**src/rtl/uart_pkt_parser.sv**
```systemverilog
// uart_pkt_parser
//   Deframes the received UART byte stream into packets of the form
//   SYNC, CMD, LEN, payload[LEN], CHK. Payload bytes leave through a
//   single-entry registered output. A checksum verdict is reported at the
//   end of every packet.
//
//   Optional build macro: UART_PKT_TIMEOUT_EN
//     Defined   - an inter-byte idle counter aborts a stalled packet after
//                 TIMEOUT_CYCLES clocks (err_code 3).
//     Undefined - no counter; the parser waits indefinitely in any state.
//
// Ports
//   clk, rst            system clock, asynchronous active-high reset
//   in_data/in_valid    byte stream from uart_front
//   in_ready            back to uart_front (combinational)
//   out_data/out_valid  registered payload byte stream
//   out_ready           downstream accept
//   out_last            marks the final payload byte of a packet
//   pkt_cmd/pkt_len     CMD/LEN of the current or last packet
//   pkt_start           one-cycle pulse when CMD is accepted
//   pkt_done/pkt_ok     end-of-packet pulse and checksum verdict
//   err_code            0 none, 1 checksum, 2 length, 3 timeout
//
// State table
//   S_IDLE    | hunting for SYNC_BYTE, other bytes discarded
//   S_CMD     | next byte is CMD
//   S_LEN     | next byte is LEN
//   S_PAYLOAD | forwarding LEN payload bytes
//   S_CHK     | next byte is the checksum byte
module uart_pkt_parser #(
  parameter logic [7:0] SYNC_BYTE      = 8'hA5,
  parameter int         MAX_LEN        = 64,
  parameter int         TIMEOUT_CYCLES = 640
) (
  input  logic       clk,
  input  logic       rst,
  input  logic [7:0] in_data,
  input  logic       in_valid,
  output logic       in_ready,
  output logic [7:0] out_data,
  output logic       out_valid,
  input  logic       out_ready,
  output logic       out_last,
  output logic [7:0] pkt_cmd,
  output logic [7:0] pkt_len,
  output logic       pkt_start,
  output logic       pkt_done,
  output logic       pkt_ok,
  output logic [1:0] err_code
);

  localparam logic [2:0] S_IDLE    = 3'd0;
  localparam logic [2:0] S_CMD     = 3'd1;
  localparam logic [2:0] S_LEN     = 3'd2;
  localparam logic [2:0] S_PAYLOAD = 3'd3;
  localparam logic [2:0] S_CHK     = 3'd4;

  localparam logic [7:0] MAX_LEN_B = MAX_LEN[7:0];

  logic [2:0] r_state;
  logic [7:0] r_acc;
  logic [7:0] r_cnt;

  logic       w_accept;
  logic       w_load;
  logic [7:0] w_sum;
  logic       w_timeout;

  // Payload may only be taken when the output register is free or draining.
  assign in_ready = (r_state == S_PAYLOAD) ? (!out_valid || out_ready) : 1'b1;
  assign w_accept = in_valid && in_ready;
  assign w_load   = w_accept && (r_state == S_PAYLOAD);
  assign w_sum    = r_acc + in_data;

`ifdef UART_PKT_TIMEOUT_EN
  localparam logic [15:0] TO_LAST = 16'(TIMEOUT_CYCLES - 1);

  logic [15:0] r_idle_cnt;
  logic        w_stalled;

  // A blocked output is downstream's fault, not the sender's: freeze.
  assign w_stalled = out_valid && !out_ready;
  assign w_timeout = (r_state != S_IDLE) && !w_accept && !w_stalled &&
                     (r_idle_cnt == TO_LAST);

  always_ff @(posedge clk or posedge rst) begin
    if (rst) begin
      r_idle_cnt <= 16'd0;
    end else if ((r_state == S_IDLE) || w_accept || w_timeout) begin
      r_idle_cnt <= 16'd0;
    end else if (!w_stalled) begin
      r_idle_cnt <= r_idle_cnt + 16'd1;
    end
  end
`else
  assign w_timeout = 1'b0;
`endif

  // Output skid register: load wins over drain in the same cycle.
  always_ff @(posedge clk or posedge rst) begin
    if (rst) begin
      out_data  <= 8'd0;
      out_valid <= 1'b0;
      out_last  <= 1'b0;
    end else if (w_load) begin
      out_data  <= in_data;
      out_valid <= 1'b1;
      out_last  <= (r_cnt == 8'd1);
    end else if (out_valid && out_ready) begin
      out_valid <= 1'b0;
      out_last  <= 1'b0;
    end
  end

  always_ff @(posedge clk or posedge rst) begin
    if (rst) begin
      r_state   <= S_IDLE;
      r_acc     <= 8'd0;
      r_cnt     <= 8'd0;
      pkt_cmd   <= 8'd0;
      pkt_len   <= 8'd0;
      pkt_start <= 1'b0;
      pkt_done  <= 1'b0;
      pkt_ok    <= 1'b0;
      err_code  <= 2'd0;
    end else begin
      pkt_start <= 1'b0;
      pkt_done  <= 1'b0;
      pkt_ok    <= 1'b0;
      case (r_state)
        S_IDLE: begin
          if (w_accept && (in_data == SYNC_BYTE)) r_state <= S_CMD;
        end
        S_CMD: begin
          if (w_accept) begin
            pkt_cmd   <= in_data;
            r_acc     <= in_data;
            pkt_start <= 1'b1;
            err_code  <= 2'd0;
            r_state   <= S_LEN;
          end
        end
        S_LEN: begin
          if (w_accept) begin
            pkt_len <= in_data;
            r_acc   <= w_sum;
            if (in_data > MAX_LEN_B) begin
              pkt_done <= 1'b1;
              err_code <= 2'd2;
              r_acc    <= 8'd0;
              r_state  <= S_IDLE;
            end else if (in_data == 8'd0) begin
              r_state <= S_CHK;
            end else begin
              r_cnt   <= in_data;
              r_state <= S_PAYLOAD;
            end
          end
        end
        S_PAYLOAD: begin
          if (w_accept) begin
            r_acc <= w_sum;
            r_cnt <= r_cnt - 8'd1;
            if (r_cnt == 8'd1) r_state <= S_CHK;
          end
        end
        S_CHK: begin
          // A CHK equal to SYNC_BYTE is only a checksum; no new packet starts.
          if (w_accept) begin
            pkt_done <= 1'b1;
            pkt_ok   <= (w_sum == 8'd0);
            err_code <= (w_sum == 8'd0) ? 2'd0 : 2'd1;
            r_acc    <= 8'd0;
            r_state  <= S_IDLE;
          end
        end
        default: r_state <= S_IDLE;
      endcase

      if (w_timeout) begin
        pkt_done <= 1'b1;
        pkt_ok   <= 1'b0;
        err_code <= 2'd3;
        r_acc    <= 8'd0;
        r_cnt    <= 8'd0;
        r_state  <= S_IDLE;
      end
    end
  end

endmodule

```
**config.mk**
```make
export PLATFORM = sky130hd
export DESIGN_NAME = uart_pkt_parser
export DESIGN_NICKNAME = d
export VERILOG_FILES = /design/src/rtl/uart_pkt_parser.sv
export SDC_FILE = /design/constraint.sdc
export NUM_CORES = 1
export LEC_CHECK = 0
export ABC_AREA = 1
export CORE_UTILIZATION = 58
export DETAILED_ROUTE_END_ITERATION = 10
export PLACE_DENSITY = 0.81
export SLEW_MARGIN = 10
export SYNTH_ARGS = -nofsm -noshare
export SYNTH_HDL_FRONTEND = slang
export SYNTH_SLANG_ARGS = --single-unit
```
**constraint.sdc**
```tcl
create_clock -name clk -period 2.59 [get_ports clk]
set_input_delay 0.3885 -clock clk [delete_from_list [all_inputs] [get_ports clk]]
set_output_delay 0.3885 -clock clk [all_outputs]
set_load 0.03 [all_outputs]
```
==> flow_summary.yaml <==
placement:
  detailed_place.area_um2: 3360
  placement.io_buffers: 43
  finalWeightedCongestion: 0.958
  dp_hpwl_mm: 5.34
setup_path:
  worst-path-max-fanout: 19
  slowest_delay_ns: 0.61
  worst_reg2reg_endpoint: "err_code[0]"
  start_kind: "flip-flop"
  critical_path_buf_inv_count: 2
  worstPathCellList: "inv_2 -> nand2_4 -> nor2_8 -> nand2_1 -> clkdlybuf4s50_1"
  reg2regPathDepth: 11
  critical_path_required_ns: 2.20
  path_delay_family: "buffers and inverters"
  cp-end-kind: "output pin"
  ff2ff_setup_slack_ns: 0.66
  crit_arrival_ns: 1.93
  timing.setup.critical_path_class: "reg -> out"
  cpMaxStageDelayCell: "sky130_fd_sc_hd__clkdlybuf4s50_1"
  rr_startpoint: "r_acc[0]"
cells_and_area:
  commonest_non_fill_non_tap_cell_in_the_layout: "sky130_fd_sc_hd__nand2_1"
  area_of_all_sequential_standard_cells_um2: 1250
  nets: 448
  insertedDiodeCount: 0
  postLayoutCellArea_um2: 3500
  multi_input_comb_area_um2: 1350
  layout-area-overhead-vs-synth_pct: 22.9
  post_route_cells_drive_above_1_share_pct: 6.79
  layout_common_cells: "sky130_fd_sc_hd__nand2_1, sky130_fd_sc_hd__inv_1, sky130_fd_sc_hd__dfrtp_1, sky130_fd_sc_hd__clkdlybuf4s50_1, sky130_fd_sc_hd__o21ai_0"
  fillCellCount: 379
drt:
  first_pass_iters: 4
  drt-vias-per-instance: 5.34
  drt.antenna.violating_nets: 0
  drt-wirelength-per-cell_um: 14.2
  dr.first_iter.drc_count: 184
  via_count: 2640
  post-route-drc-count: 0
  wl_mm: 7.01
floorplanning:
  design.portCount: 44
  fp.dieH_um: 72.1
  core_um2: 4720
  die_w_um: 72.1
  die-area_um2: 5190
  initial_utilization_pct: 60.3
  core.rowCount: 25
timing:
  finalCritPeriodShare_pct: 89.3
  final.setup.tns_ns: 0
  post-route-min-period_ns: 2.31
  finalSetupViolations: 0
  transition_at_the_pin_with_the_smallest_max_transition_slack_ns: 0.519
  hold_viol_final: 0
  timing.clock.skew_ns: 0.00859
  achievable-frequency_mhz: 432
  setup_repair_after_global_routing_missed_its_margin: "no"
  slew_viol_final: 0
  relSlewSlack_pct: 65.4
clocking:
  cts-resized-gates: 0
  clk-insertion-delay-late_ns: 0.31
  tritoncts_num_sinks: 50
  path_clk_slew_ns: 0.09
  cts-hold-fix-buffers: 0
  cts_made_buffers: 5
  clock_tree.htree_level_count: 2
  cts-root-buf: "sky130_fd_sc_hd__clkbuf_8"
  cts_max_path_bufs: 2
  postCtsSetupBuffers: 0
  cts_tree: "done"
synthesis:
  synth-seq-cells: 50
  synth-warning-count: 0
  synthAdderAreaFrac_pct: 4.66
  synth_cells: 378
  synth_top_family_by_area: "simple AND/OR/NAND/NOR gates"
  synth_async_sr_flop_share_pct: 100
  synth_sequential_area_ratio_pct: 44.0
  dominantRegCellSynth: "sky130_fd_sc_hd__dfrtp_1"
  synth-edff-count: 0
  synth.distinct_cells: 29
  cell_area_after_synthesis_um2: 2850
  synth_fp_nets: 400
  synthSimpleGateAreaFrac_pct: 29.2
  post_synth.cell_area_avg_um2: 7.53
  yosys-mux-area-fraction_pct: 0
  post_synth_xor_area_fraction_pct: 1.23
  synth_compound_area_share_pct: 12.4
grt:
  overflow: 0
  grt_pass1_wl_mm: 11.6
  grt_max_degree: 29
  antenna_violations_before_repair: 0
  track_usage_pct: 29.2
  first_global_vias: 2512
power_and_ir_drop:
  vdd.ir_drop.worst_mv: 0.641
  total_leakage_power_nw: 1.79
  powerDensity_nw_per_um2: 1280
min_path:
  hold_path.class: "in -> async"
flow_run:
  drv_cap: 0
outcome:
  outcome: "finished, final reports clean"
-- power breakdown --
part	switching, mW	internal (mW)
combinational	1.56	0.909
clock	0.268	0.387
sequential	0.231	1.12
-- worst max path at each step --
stage               start          end  slack (ns)  cells after the start
6_report       r_state[2]     in_ready        0.28                      5
4_1_cts        r_state[2]     in_ready        0.27                      5
3_3_place_gp   in_data[0]  err_code[0]        0.21                     11
2_1_floorplan  in_data[0]  err_code[0]        0.86                     10
5_1_grt        r_state[2]     in_ready        0.18                      5
3_5_place_dp   in_data[0]  err_code[0]        0.14                     12
-- synth_stat cells, types with 3 or more instances --
library cell	instances	area, um2
sky130_fd_sc_hd__nand2_1	112	420
sky130_fd_sc_hd__inv_1	51	191
sky130_fd_sc_hd__dfrtp_1	50	1250
sky130_fd_sc_hd__o21ai_0	38	190
sky130_fd_sc_hd__nor2_1	33	124
sky130_fd_sc_hd__nand3_1	23	115
sky130_fd_sc_hd__a21oi_1	17	85.1
sky130_fd_sc_hd__ha_1	9	113
sky130_fd_sc_hd__nand4_1	8	50.1
sky130_fd_sc_hd__nand2_4	5	56.3
sky130_fd_sc_hd__nor3_1	4	20.0
sky130_fd_sc_hd__xor2_1	4	35.0
sky130_fd_sc_hd__inv_2	3	11.3
sky130_fd_sc_hd__o21ai_2	3	26.3
-- layer usage --
layer	GRT usage [%]	vias up	part of all wire (%)
li1	-	1306	-
met1	37.4	1228	44
met2	50.0	90	48
met3	5.69	16	5.3
met4	9.37	0	2.0
met5	0	-	0
-- logic make-up (layout without fill, tap and decap cells) --
kind of cell             Yosys count  after routing
adder cells (fa/ha/maj)           10             10
XOR/XNOR                           4              4
buffers and inverters             60            109
AO/OA/AOI/OAI                     64             64
AND/OR/NAND/NOR                  190            190
flip-flops                        50             50
-- per-stage QoR --
stage / cells / power [mW] / hold slack (ns) / util [%] / setup slack [ns]
2_1_floorplan: 378 / 3.04 / 0.455 / - / 0.855
3_3_place_gp: 486 / 3.73 / 0.465 / 71.2 / 0.209
3_5_place_dp: 486 / 3.81 / 0.472 / 71.2 / 0.139
4_1_cts: 494 / 4.48 / 0.450 / 74.1 / 0.268
5_1_grt: 494 / 4.82 / 0.469 / 74.1 / 0.175
6_report: 494 / 4.48 / 0.428 / 74.1 / 0.276
-- sequential cells by signal (all words and copies together), names as in the netlist --
signal,flops
out_data,8
pkt_cmd,8
pkt_len,8
r_acc,8
r_cnt,8
r_state,3
err_code,2
out_last,1
out_valid,1
pkt_done,1
pkt_ok,1
pkt_start,1
-- layout make-up --
cell class / count / share of cell area (%)
tap: 67 / 2.40
clock inverter: 3 / 1.97
multi-input combinational: 268 / 38.6
clock buffer: 5 / 1.97
sequential: 50 / 35.8
timing repair buffer: 47 / 13.5
inverter: 54 / 5.79
Note: power is estimated with default switching activity, not from simulation.
